[config.mk]
export PLATFORM = sky130hd
export DESIGN_NAME = pixel_pool
export DESIGN_NICKNAME = d
export VERILOG_FILES = /design/src/rtl/pixel_pool_pkg.sv /design/src/rtl/pixel_pool_rgb2grey_bw.sv /design/src/rtl/pixel_pool.sv
export SDC_FILE = /design/constraint.sdc
export NUM_CORES = 2
export LEC_CHECK = 0
export CORE_AREA = 2 2 281 283
export DETAILED_ROUTE_END_ITERATION = 7
export DIE_AREA = 0 0 283 285
export SLEW_MARGIN = 25
export SYNTH_ARGS = -nofsm -noshare
export SYNTH_HDL_FRONTEND = slang
export SYNTH_SLANG_ARGS = --single-unit
[constraint.sdc]
create_clock -name clk -period 6.3 [get_ports clk]
set_input_delay 1.575 -clock clk [delete_from_list [all_inputs] [get_ports clk]]
set_output_delay 1.575 -clock clk [all_outputs]
set_load 0.01 [all_outputs]
[src/rtl/pixel_pool_pkg.sv]
// Shared constants and enumerations for the pixel_pool crop/pool/threshold pipeline.
package pixel_pool_pkg;

   localparam int unsigned DEF_IN_W    = 10;
   localparam int unsigned DEF_OUT_W   = 8;
   localparam int unsigned DEF_SRC_H   = 640;
   localparam int unsigned DEF_SRC_V   = 480;
   localparam int unsigned DEF_CROP_H0 = 96;
   localparam int unsigned DEF_CROP_V0 = 16;
   localparam int unsigned DEF_CROP_N  = 448;
   localparam int unsigned DEF_OUT_N   = 28;
   localparam int unsigned DEF_THRESH  = 100;

   typedef enum logic {
      MODE_DECIMATE = 1'b0,
      MODE_AVERAGE  = 1'b1
   } mode_e;

   typedef enum logic {
      ST_IDLE   = 1'b0,
      ST_STREAM = 1'b1
   } state_e;

endpackage

[src/rtl/pixel_pool_rgb2grey_bw.sv]
// Combinational colour-to-grey conversion and grey-to-black/white threshold.
module rgb2grey_bw
   import pixel_pool_pkg::*;
#(
   parameter int unsigned IN_W   = DEF_IN_W,
   parameter int unsigned OUT_W  = DEF_OUT_W,
   parameter int unsigned THRESH = DEF_THRESH
) (
   input  logic [IN_W-1:0]  i_red,
   input  logic [IN_W-1:0]  i_green,
   input  logic [IN_W-1:0]  i_blue,
   input  logic [OUT_W-1:0] i_pool_grey,
   output logic [OUT_W-1:0] o_grey,
   output logic [OUT_W-1:0] o_pool_bw
);

   logic [IN_W+1:0] w_sum;

   function automatic logic [OUT_W-1:0] thresh_bw(input logic [OUT_W-1:0] grey);
      return (32'(grey) > THRESH) ? '1 : '0;
   endfunction

   // Separate assigns keep the grey path independent of the pooled-grey input.
   assign w_sum     = {2'b00, i_red} + {1'b0, i_green, 1'b0} + {2'b00, i_blue};
   assign o_grey    = w_sum[IN_W+1 -: OUT_W];
   assign o_pool_bw = thresh_bw(i_pool_grey);

endmodule

[src/rtl/pixel_pool.sv]
// Streams a frame, crops a square window and pools BLKxBLK blocks (decimate or average) to grey/bw.
module pixel_pool
   import pixel_pool_pkg::*;
#(
   parameter int unsigned IN_W    = DEF_IN_W,
   parameter int unsigned OUT_W   = DEF_OUT_W,
   parameter int unsigned SRC_H   = DEF_SRC_H,
   parameter int unsigned SRC_V   = DEF_SRC_V,
   parameter int unsigned CROP_H0 = DEF_CROP_H0,
   parameter int unsigned CROP_V0 = DEF_CROP_V0,
   parameter int unsigned CROP_N  = DEF_CROP_N,
   parameter int unsigned OUT_N   = DEF_OUT_N,
   parameter int unsigned THRESH  = DEF_THRESH
) (
   input  logic                     clk,
   input  logic                     reset,
   input  logic                     in_valid,
   input  logic                     in_sof,
   input  logic [IN_W-1:0]          iRed,
   input  logic [IN_W-1:0]          iGreen,
   input  logic [IN_W-1:0]          iBlue,
   input  logic                     in_mode,
   output logic                     out_valid,
   output logic [OUT_W-1:0]         out_grey,
   output logic [OUT_W-1:0]         out_bw,
   output logic [$clog2(OUT_N)-1:0] out_x,
   output logic [$clog2(OUT_N)-1:0] out_y,
   output logic                     frame_done,
   output logic                     busy
);

   localparam int unsigned BLK   = CROP_N / OUT_N;
   localparam int unsigned LOG2B = $clog2(BLK);
   localparam int unsigned XW    = $clog2(OUT_N);
   localparam int unsigned HW    = $clog2(SRC_H + 1);
   localparam int unsigned VW    = $clog2(SRC_V + 1);
   localparam int unsigned AW    = OUT_W + 2 * LOG2B;

   // Intra-block offsets are bit slices, so BLK must be an exact power of two of at least 2.
   if (BLK < 2 || (1 << LOG2B) != BLK || BLK * OUT_N != CROP_N) begin : g_bad_blk
      $error("pixel_pool: CROP_N/OUT_N must be an exact power of two >= 2");
   end

   state_e           r_state, w_next;
   mode_e            r_mode, w_mode;
   logic [HW-1:0]    r_hcnt, w_h, w_hoff;
   logic [VW-1:0]    r_vcnt, w_v, w_voff;
   logic             w_sof, w_acc, w_crop, w_first, w_last, w_eof, w_done_blk;
   logic [XW-1:0]    w_col, w_row;
   logic [AW-1:0]    r_acc [OUT_N];
   logic [OUT_W-1:0] r_dec [OUT_N];
   logic [AW-1:0]    w_sum;
   logic [OUT_W-1:0] w_grey, w_dec, w_result, w_bw;

   rgb2grey_bw #(
      .IN_W   (IN_W),
      .OUT_W  (OUT_W),
      .THRESH (THRESH)
   ) u_grey (
      .i_red       (iRed),
      .i_green     (iGreen),
      .i_blue      (iBlue),
      .i_pool_grey (w_result),
      .o_grey      (w_grey),
      .o_pool_bw   (w_bw)
   );

   // The in_sof pixel is position (0,0) of the new frame regardless of the counters.
   always_comb begin
      w_sof      = in_valid & in_sof;
      w_acc      = in_valid & (in_sof | (r_state == ST_STREAM));
      w_h        = w_sof ? '0 : r_hcnt;
      w_v        = w_sof ? '0 : r_vcnt;
      w_mode     = w_sof ? mode_e'(in_mode) : r_mode;
      w_crop     = (w_h >= HW'(CROP_H0)) && (w_h < HW'(CROP_H0 + CROP_N)) &&
                   (w_v >= VW'(CROP_V0)) && (w_v < VW'(CROP_V0 + CROP_N));
      w_hoff     = w_h - HW'(CROP_H0);
      w_voff     = w_v - VW'(CROP_V0);
      w_col      = XW'(w_hoff >> LOG2B);
      w_row      = XW'(w_voff >> LOG2B);
      w_first    = (w_hoff[LOG2B-1:0] == '0) && (w_voff[LOG2B-1:0] == '0);
      w_last     = (&w_hoff[LOG2B-1:0]) && (&w_voff[LOG2B-1:0]);
      w_done_blk = w_acc && w_crop && w_last;
      w_sum      = (w_first ? '0 : r_acc[w_col]) + AW'(w_grey);
      w_dec      = w_first ? w_grey : r_dec[w_col];
      w_result   = (w_mode == MODE_AVERAGE) ? w_sum[AW-1 -: OUT_W] : w_dec;
      w_eof      = (w_h == HW'(SRC_H - 1)) && (w_v == VW'(SRC_V - 1));
   end

   always_comb begin
      w_next = r_state;
      case (r_state)
         ST_IDLE:   if (w_sof) w_next = ST_STREAM;
         ST_STREAM: if (w_acc && w_eof) w_next = ST_IDLE;
         default:   w_next = ST_IDLE;
      endcase
   end

   always_ff @(posedge clk or negedge reset) begin
      if (!reset) r_state <= ST_IDLE;
      else        r_state <= w_next;
   end

   always_ff @(posedge clk or negedge reset) begin
      if (!reset) begin
         r_hcnt <= '0;
         r_vcnt <= '0;
         r_mode <= MODE_DECIMATE;
      end else if (w_acc) begin
         r_mode <= w_mode;
         if (w_h == HW'(SRC_H - 1)) begin
            r_hcnt <= '0;
            r_vcnt <= (w_v == VW'(SRC_V - 1)) ? '0 : w_v + 1'b1;
         end else begin
            r_hcnt <= w_h + 1'b1;
            r_vcnt <= w_v;
         end
      end
   end

   always_ff @(posedge clk or negedge reset) begin
      if (!reset) begin
         for (int unsigned i = 0; i < OUT_N; i++) begin
            r_acc[i] <= '0;
            r_dec[i] <= '0;
         end
      end else begin
         if (w_sof) begin
            for (int unsigned i = 0; i < OUT_N; i++) begin
               r_acc[i] <= '0;
               r_dec[i] <= '0;
            end
         end
         if (w_acc && w_crop) begin
            r_acc[w_col] <= w_sum;
            if (w_first) r_dec[w_col] <= w_grey;
         end
      end
   end

   always_ff @(posedge clk or negedge reset) begin
      if (!reset) begin
         out_valid  <= 1'b0;
         frame_done <= 1'b0;
         out_grey   <= '0;
         out_bw     <= '0;
         out_x      <= '0;
         out_y      <= '0;
      end else begin
         out_valid  <= w_done_blk;
         frame_done <= w_done_blk && (w_col == XW'(OUT_N - 1)) && (w_row == XW'(OUT_N - 1));
         if (w_done_blk) begin
            out_grey <= w_result;
            out_bw   <= w_bw;
            out_x    <= w_col;
            out_y    <= w_row;
         end
      end
   end

   assign busy = (r_state == ST_STREAM);

endmodule
Word level (Yosys, flattened, before mapping)
Index checks and enable logic that the tools add are counted.
{"block": "classes", "addsub": 7, "n_reduce_logical": 16, "order_cmp": 7, "bitwise_logic": 5, "eq_ne": 4, "muxes": 30}
{"operator": "two-way mux 448 bit", "count": 2}
{"operator": "two-way mux 224 bit", "count": 3}
{"operator": "bitwise mux 448 bit", "count": 1}
{"operator": "bitwise mux 224 bit", "count": 1}
{"operator": "binary-select mux 16 bit (select 5 bit)", "count": 1}
{"operator": "demux 16 bit (select 5 bit)", "count": 1}
{"operator": "two-way mux 16 bit", "count": 4}
{"operator": "two-way mux 8 bit", "count": 6}
{"operator": "binary-select mux 8 bit (select 5 bit)", "count": 1}
{"operator": "demux 8 bit (select 5 bit)", "count": 1}
{"operator": "two-way mux 9 bit", "count": 3}
{"operator": "two-way mux 10 bit", "count": 2}
{"operator": "adder 16 x 8 -> 16 bit", "count": 1}
{"operator": "adder 10 x 11 -> 12 bit", "count": 1}
{"operator": "adder 12 x 10 -> 12 bit", "count": 1}
{"operator": "logical AND 1 bit", "count": 12}
{"operator": "adder 10 x 1 -> 10 bit, second input constant", "count": 1}
{"operator": "== test 10 bit, second input constant", "count": 1}
{"operator": "== test 5 bit, second input constant", "count": 2}
{"operator": ">= comparator 10 x 7 -> 1 bit, second input constant", "count": 1}
{"operator": "< comparator 10 bit, second input constant", "count": 1}
{"operator": "adder 9 x 1 -> 9 bit, second input constant", "count": 1}
{"operator": "== test 9 bit, second input constant", "count": 1}
{"operator": ">= comparator 9 x 5 -> 1 bit, second input constant", "count": 1}
{"operator": "other kinds (14)", "count": 19}
{"block": "word_totals", "word_cells": 135, "register_bits": 721, "out_inout_bits": 29, "in_bits": 35}

Longest topological paths before layout
{"block": "logic_depth", "depth_word": 12, "ltp_mapped": 30, "depth_no_buf": 22}

By module
Synthesis repeated with hierarchy kept, for this count alone.
{"block": "hier_totals", "cells_unflattened": 4118, "area_unflattened_um2": 36799.0}
{"mod": "pixel_pool", "seq_area_each_um2": 18042.3, "area_each_um2": 36187.2, "cells_each": 4055, "n_inst": 1}
{"mod": "rgb2grey_bw", "seq_area_each_um2": 0.0, "area_each_um2": 611.8, "cells_each": 63, "n_inst": 1}

Least setup slack after synthesis
OpenSTA, ideal clock, no wires.
{"block": "synth_timing", "path_type": "input to register", "start": "input in_sof", "end": "register r_acc[303] in the netlist's numbering", "t_required_ns": 6.164, "setup_time_ns": 0.136, "setup_slack_ns": -1.005, "cell_stages": 29, "path_buffers": 12, "t_arrival_ns": 7.169, "path_cell_list": "buf_4 -> nand2_1 -> clkbuf_1 -> buf_2 -> buf_2 -> buf_1 -> clkbuf_1 -> clkbuf_1 -> clkbuf_1 -> nand2_1 -> ha_1 -> and3_1 -> clkbuf_1 -> clkbuf_1 -> clkbuf_1 -> a21oi_1 -> nand2_1 -> a221oi_1 -> ha_1 -> a21oi_1 -> o21ai_0 -> o21ai_0 -> a21boi_0 -> o21a_1 -> nand4b_1 -> nor2_1 -> xnor2_1 -> clkbuf_1 -> o21ai_0"}
{"block": "synth_via", "elab_chain_len": 11, "word_cells_on_any_way": 32, "classes_between": "3 x add/sub; 6 x order compare; 11 x mux; 4 x bitwise; 8 x reduce/logical"}
{"element": "start: declaration", "line_no": "pixel_pool.sv:18", "rtl": "input logic in_sof,"}
{"element": "bitwise AND 1 bit", "line_no": "pixel_pool.sv:70", "rtl": "w_sof = in_valid & in_sof;"}
{"element": "two-way mux 10 bit", "line_no": "pixel_pool.sv:72", "rtl": "w_h = w_sof ? '0 : r_hcnt;"}
{"element": "subtractor 9 x 7 -> 9 bit", "line_no": "pixel_pool.sv:77", "rtl": "w_hoff = w_h - HW'(CROP_H0);"}
{"element": "NOT 5 -> 6 bit (not written as such)", "line_no": "pixel_pool.sv:84, pixel_pool.sv:135"}
{"element": "binary-select mux 16 bit (select 5 bit)", "line_no": "pixel_pool.sv:84", "rtl": "w_sum = (w_first ? '0 : r_acc[w_col]) + AW'(w_grey);"}
{"element": "two-way mux 16 bit (not written as such) (2 in series)", "line_no": "pixel_pool.sv:84"}
{"element": "two-way mux 16 bit", "line_no": "pixel_pool.sv:84"}
{"element": "adder 16 x 8 -> 16 bit", "line_no": "pixel_pool.sv:84"}
{"element": "bitwise mux 448 bit", "line_no": "pixel_pool.sv:135", "rtl": "r_acc[w_col] <= w_sum;"}
{"element": "two-way mux 448 bit *", "line_no": "pixel_pool.sv:134", "rtl": "if (w_acc && w_crop) begin"}
{"element": "end signal: indexed assignment", "line_no": "pixel_pool.sv:135"}
{"element": "end: declaration", "line_no": "pixel_pool.sv:50", "rtl": "logic [AW-1:0] r_acc [OUT_N];"}
Mark *: on every way between the ends. The rest lies on a longest branch, timed or not. The select of a mux whose other input is x is not followed.
A chain may end at the register's enable or synchronous reset.

Final worst setup path
{"block": "layout_timing", "start": "input in_sof", "end": "register out_bw[6]"}
{"block": "layout_via", "elab_chain_len": 12, "word_cells_on_any_way": 36, "classes_between": "3 x add/sub; 5 x order compare; 13 x mux; 4 x bitwise; 11 x reduce/logical"}
{"element": "bitwise AND 1 bit", "line_no": "pixel_pool.sv:70"}
{"element": "two-way mux 10 bit", "line_no": "pixel_pool.sv:72"}
{"element": "subtractor 9 x 7 -> 9 bit", "line_no": "pixel_pool.sv:77"}
{"element": "NOT 5 -> 6 bit (not written as such)", "line_no": "pixel_pool.sv:84, pixel_pool.sv:85"}
{"element": "binary-select mux 16 bit (select 5 bit)", "line_no": "pixel_pool.sv:84"}
{"element": "two-way mux 16 bit (not written as such) (2 in series)", "line_no": "pixel_pool.sv:84"}
{"element": "two-way mux 16 bit", "line_no": "pixel_pool.sv:84"}
{"element": "adder 16 x 8 -> 16 bit", "line_no": "pixel_pool.sv:84"}
{"element": "two-way mux 8 bit", "line_no": "pixel_pool.sv:86", "rtl": "w_result = (w_mode == MODE_AVERAGE) ? w_sum[AW-1 -: OUT_W] : w_dec;"}
{"element": "> comparator 8 x 7 -> 1 bit", "line_no": "pixel_pool_rgb2grey_bw.sv:20", "rtl": "return (32'(grey) > THRESH) ? '1 : '0;"}
{"element": "two-way mux 8 bit", "line_no": "pixel_pool_rgb2grey_bw.sv:20"}
{"element": "end signal: assignment", "line_no": "pixel_pool.sv:154", "rtl": "out_bw <= w_bw;"}
{"element": "end: declaration", "line_no": "pixel_pool.sv:25", "rtl": "output logic [OUT_W-1:0] out_bw,"}
Parallel ways exist; a longest one is shown, timed or not. The select of a mux whose other input is x is not followed.

==> results.json <==
{
  "status": "finished, final reports clean",
  "drv_cap": 0,
  "synth_compound_area_share_pct": 19.9,
  "cts_hold_buf": 0,
  "synth_xor_area_share_pct": 0.552,
  "clock-sinks": 714,
  "worstSetupStartpointType": "primary input",
  "ctsRootBufferMaster": "clkbuf_16",
  "grt_remaining_overflow": 0,
  "syn_to_final_growth_pct": 14.4,
  "row_count": 103,
  "drive_gt1_share_pct": 11.1,
  "synthFlopType": "dfrtp_1",
  "wirelength_um": 114000,
  "grt_usage_pct": 28.0,
  "yosys.area.top_type": "dfrtp_1",
  "synthTopCellsByArea": "dfrtp_1 52%, nand3_1 10%, o21ai_0 10%",
  "synth_top_family_by_area": "compound AO/OA/AOI/OAI gates",
  "yosysSeqAreaShare_pct": 51.6,
  "relSlewSlack_pct": 30.3,
  "max_freq_ghz": 0.168,
  "grt_max_degree": 207,
  "worst-path-max-fanout": 15,
  "cp-end-kind": "flip-flop",
  "final_util_pct": 50.9,
  "drt-wirelength-per-cell_um": 23.7,
  "power_density_nw_per_um2": 285,
  "htreeDepth": 3,
  "final-hold-violation-count": 0,
  "final_common_cell": "dfrtp_1",
  "hpwl_um": 71200,
  "antenna_found_initial": 1,
  "io-pin-count": 64,
  "rsz0062_at_grt": "no",
  "fin_nets": 3754,
  "dieArea_sq_um": 80700,
  "async_flop_share_pct": 100,
  "drc": 0,
  "r2r_end": "out_bw[6]",
  "cp.required_ns": 6.85,
  "post-route-period-util_pct": 94.4,
  "slowest_stage": "a221oi_1",
  "grt_pass1_vias": 27800,
  "drt_iter0_markers": 3066,
  "p_leak_nw": 16.7,
  "cp_cell_sequence": "clkdlybuf4s50_1, a21bo_2, inv_2, ha_2, xor2_4, o221ai_1, nand2_1, o21ai_0, buf_4, a221oi_1, buf_4, ha_1, nand2_1, o21ai_0, o21ai_1, a21boi_1, o21ai_1, or3_1, a2111oi_0, o21ai_0, o21ai_1",
  "synth_area_per_cell_sq_um": 9.26,
  "netlist.area_leader.share_pct": 51.6,
  "critical-path-top-delay-family": "compound AO/OA/AOI/OAI gates",
  "cts_buffers": 78,
  "hp-start": "out_y[4]",
  "setup_slack_ns": 0.350,
  "worstSetupPathType": "in -> reg",
  "min_period_ns": 5.95,
  "cp.arrival_ns": 6.50,
  "clockBufferDepth": 3,
  "dp_slack_ns": -0.202,
  "rr_worst_depth": 19,
  "crit_buf_inv": 4,
  "via_per_inst": 6.05,
  "yosysUniqueCellTypes": 79,
  "clock_skew_ns": 0.0268,
  "clk_latency_ns": 0.63,
  "rrSetupSlack_ns": 1.10,
  "firstDrtPassIters": 6,
  "cp_num_cells": 21,
  "slowest_delay_ns": 0.58,
  "initial_utilization_pct": 44.4,
  "setup_violations": 0,
  "syn_nets": 3812,
  "hold_end": "out_y[4]",
  "synth_adder_area_share_pct": 1.52,
  "mappedNetlistArea_sq_um": 34700,
  "num_vias": 29000,
  "tightestPinTransition_ns": 1.04,
  "cts.repair.resized": 0,
  "port_buffers": 63,
  "gp_congestion": 0.863,
  "core_area_sq_um": 78000,
  "r2r-start": "r_hcnt[5]",
  "final_cell_mix": "712 x dfrtp_1, 703 x nand3_1, 700 x o21ai_0",
  "synth_cells": 3741,
  "slew_viol_final": 0,
  "ys_warn_count": 0,
  "cts_setup_buffers": 0,
  "die_w_um": 283,
  "peakVddDrop_uv": 197,
  "cts_tree": "yes",
  "drtAntennaViolNets": 0,
  "yosys.area_share.simple_pct": 16.1,
  "synth.area.mux_share_pct": 5.17,
  "die_height_um": 285,
  "antennaDiodeCount": 0,
  "synth-edff-count": 0,
  "hold_path_depth": 2,
  "ys_ff_latch": 714,
  "clkSlewWorstSetupHoldPaths_ns": 0.06,
  "holdCritPathClass": "reg -> reg",
  "grt_pass1_wl_um": 176000
}
## tightest hold or removal path, cell delays in order (launching register included)
cell and delay (ns):
dfrtp_1 0.34, nand2_1 0.05, nand2_1 0.06
## report_power, final
| part | switching [W] | internal (W) |
|---|---|---|
| clock network | 0.00193 | 0.00294 |
| logic | 0.00132 | 0.000485 |
| registers | 0.0000206 | 0.00459 |
| total | 0.00327 | 0.00802 |
## registers in the layout (all words and copies together) (netlist names)
| register | flops |
|---|---|
| busy | 1 |
| frame_done | 1 |
| out_bw | 1 |
| out_grey | 8 |
| out_valid | 1 |
| out_x | 5 |
| out_y | 5 |
| r_acc | 448 |
| r_dec | 224 |
| r_hcnt | 10 |
| r_mode | 1 |
| r_vcnt | 9 |
## final cells by class
cell class,instances,area [sq um]
Clock buffer,120,2380
Multi-Input combinational cell,2599,15200
Timing Repair Buffer,257,2390
Clock inverter,23,344
Sequential cell,714,17900
Tap cell,1050,1310
Inverter,33,124
Fill cell,7280,38300
## through the flow
step           cell area (sq um)  total power, W  cells  setup TNS, ns  hold WS [ns]
6_report                   39700          0.0113   4796              0         0.479
5_1_grt                    39700          0.0117   4796              0         0.503
4_1_cts                    39700          0.0114   4796              0         0.482
3_5_place_dp               36900         0.00650   4653         -11.21         0.467
3_3_place_gp               36900         0.00650   4653         -0.964         0.461
2_1_floorplan              34700         0.00558   3741              0         0.446
## per-layer routing
metal	global-route usage, %	part of all wire [%]
met1	38.8	43
met2	43.1	45
met3	5.19	7.2
met4	12.1	4.7
met5	0	0
## cells in the mapped netlist (26+ instances only)
cell type / count
a2bb2oi_1: 33
ha_1: 26
nand3_1: 703
o22ai_1: 82
mux2i_1: 153
buf_4: 27
buf_2: 36
nand2_1: 224
nor2_1: 165
inv_1: 31
o21ai_0: 703
a21oi_1: 148
o221ai_1: 61
buf_1: 80
dfrtp_1: 714
clkbuf_1: 245
## worst max-delay path by stage
stage           start         end  slack, ns
2_1_floorplan  in_sof  r_acc[250]       0.01
3_3_place_gp   in_sof   out_bw[6]      -0.10
3_5_place_dp   in_sof   out_bw[6]      -0.20
4_1_cts        in_sof   out_bw[6]       0.43
5_1_grt        in_sof   out_bw[6]       0.02
6_report       in_sof   out_bw[6]       0.35
## cell families after synthesis
group | count (synthesis)
flops | 714
mux | 176
fa+ha+maj | 36
compound gates | 1182
buf+inv | 428
xor+xnor | 21
simple gates | 1184
No activity file was read; power rests on OpenSTA's default activity.
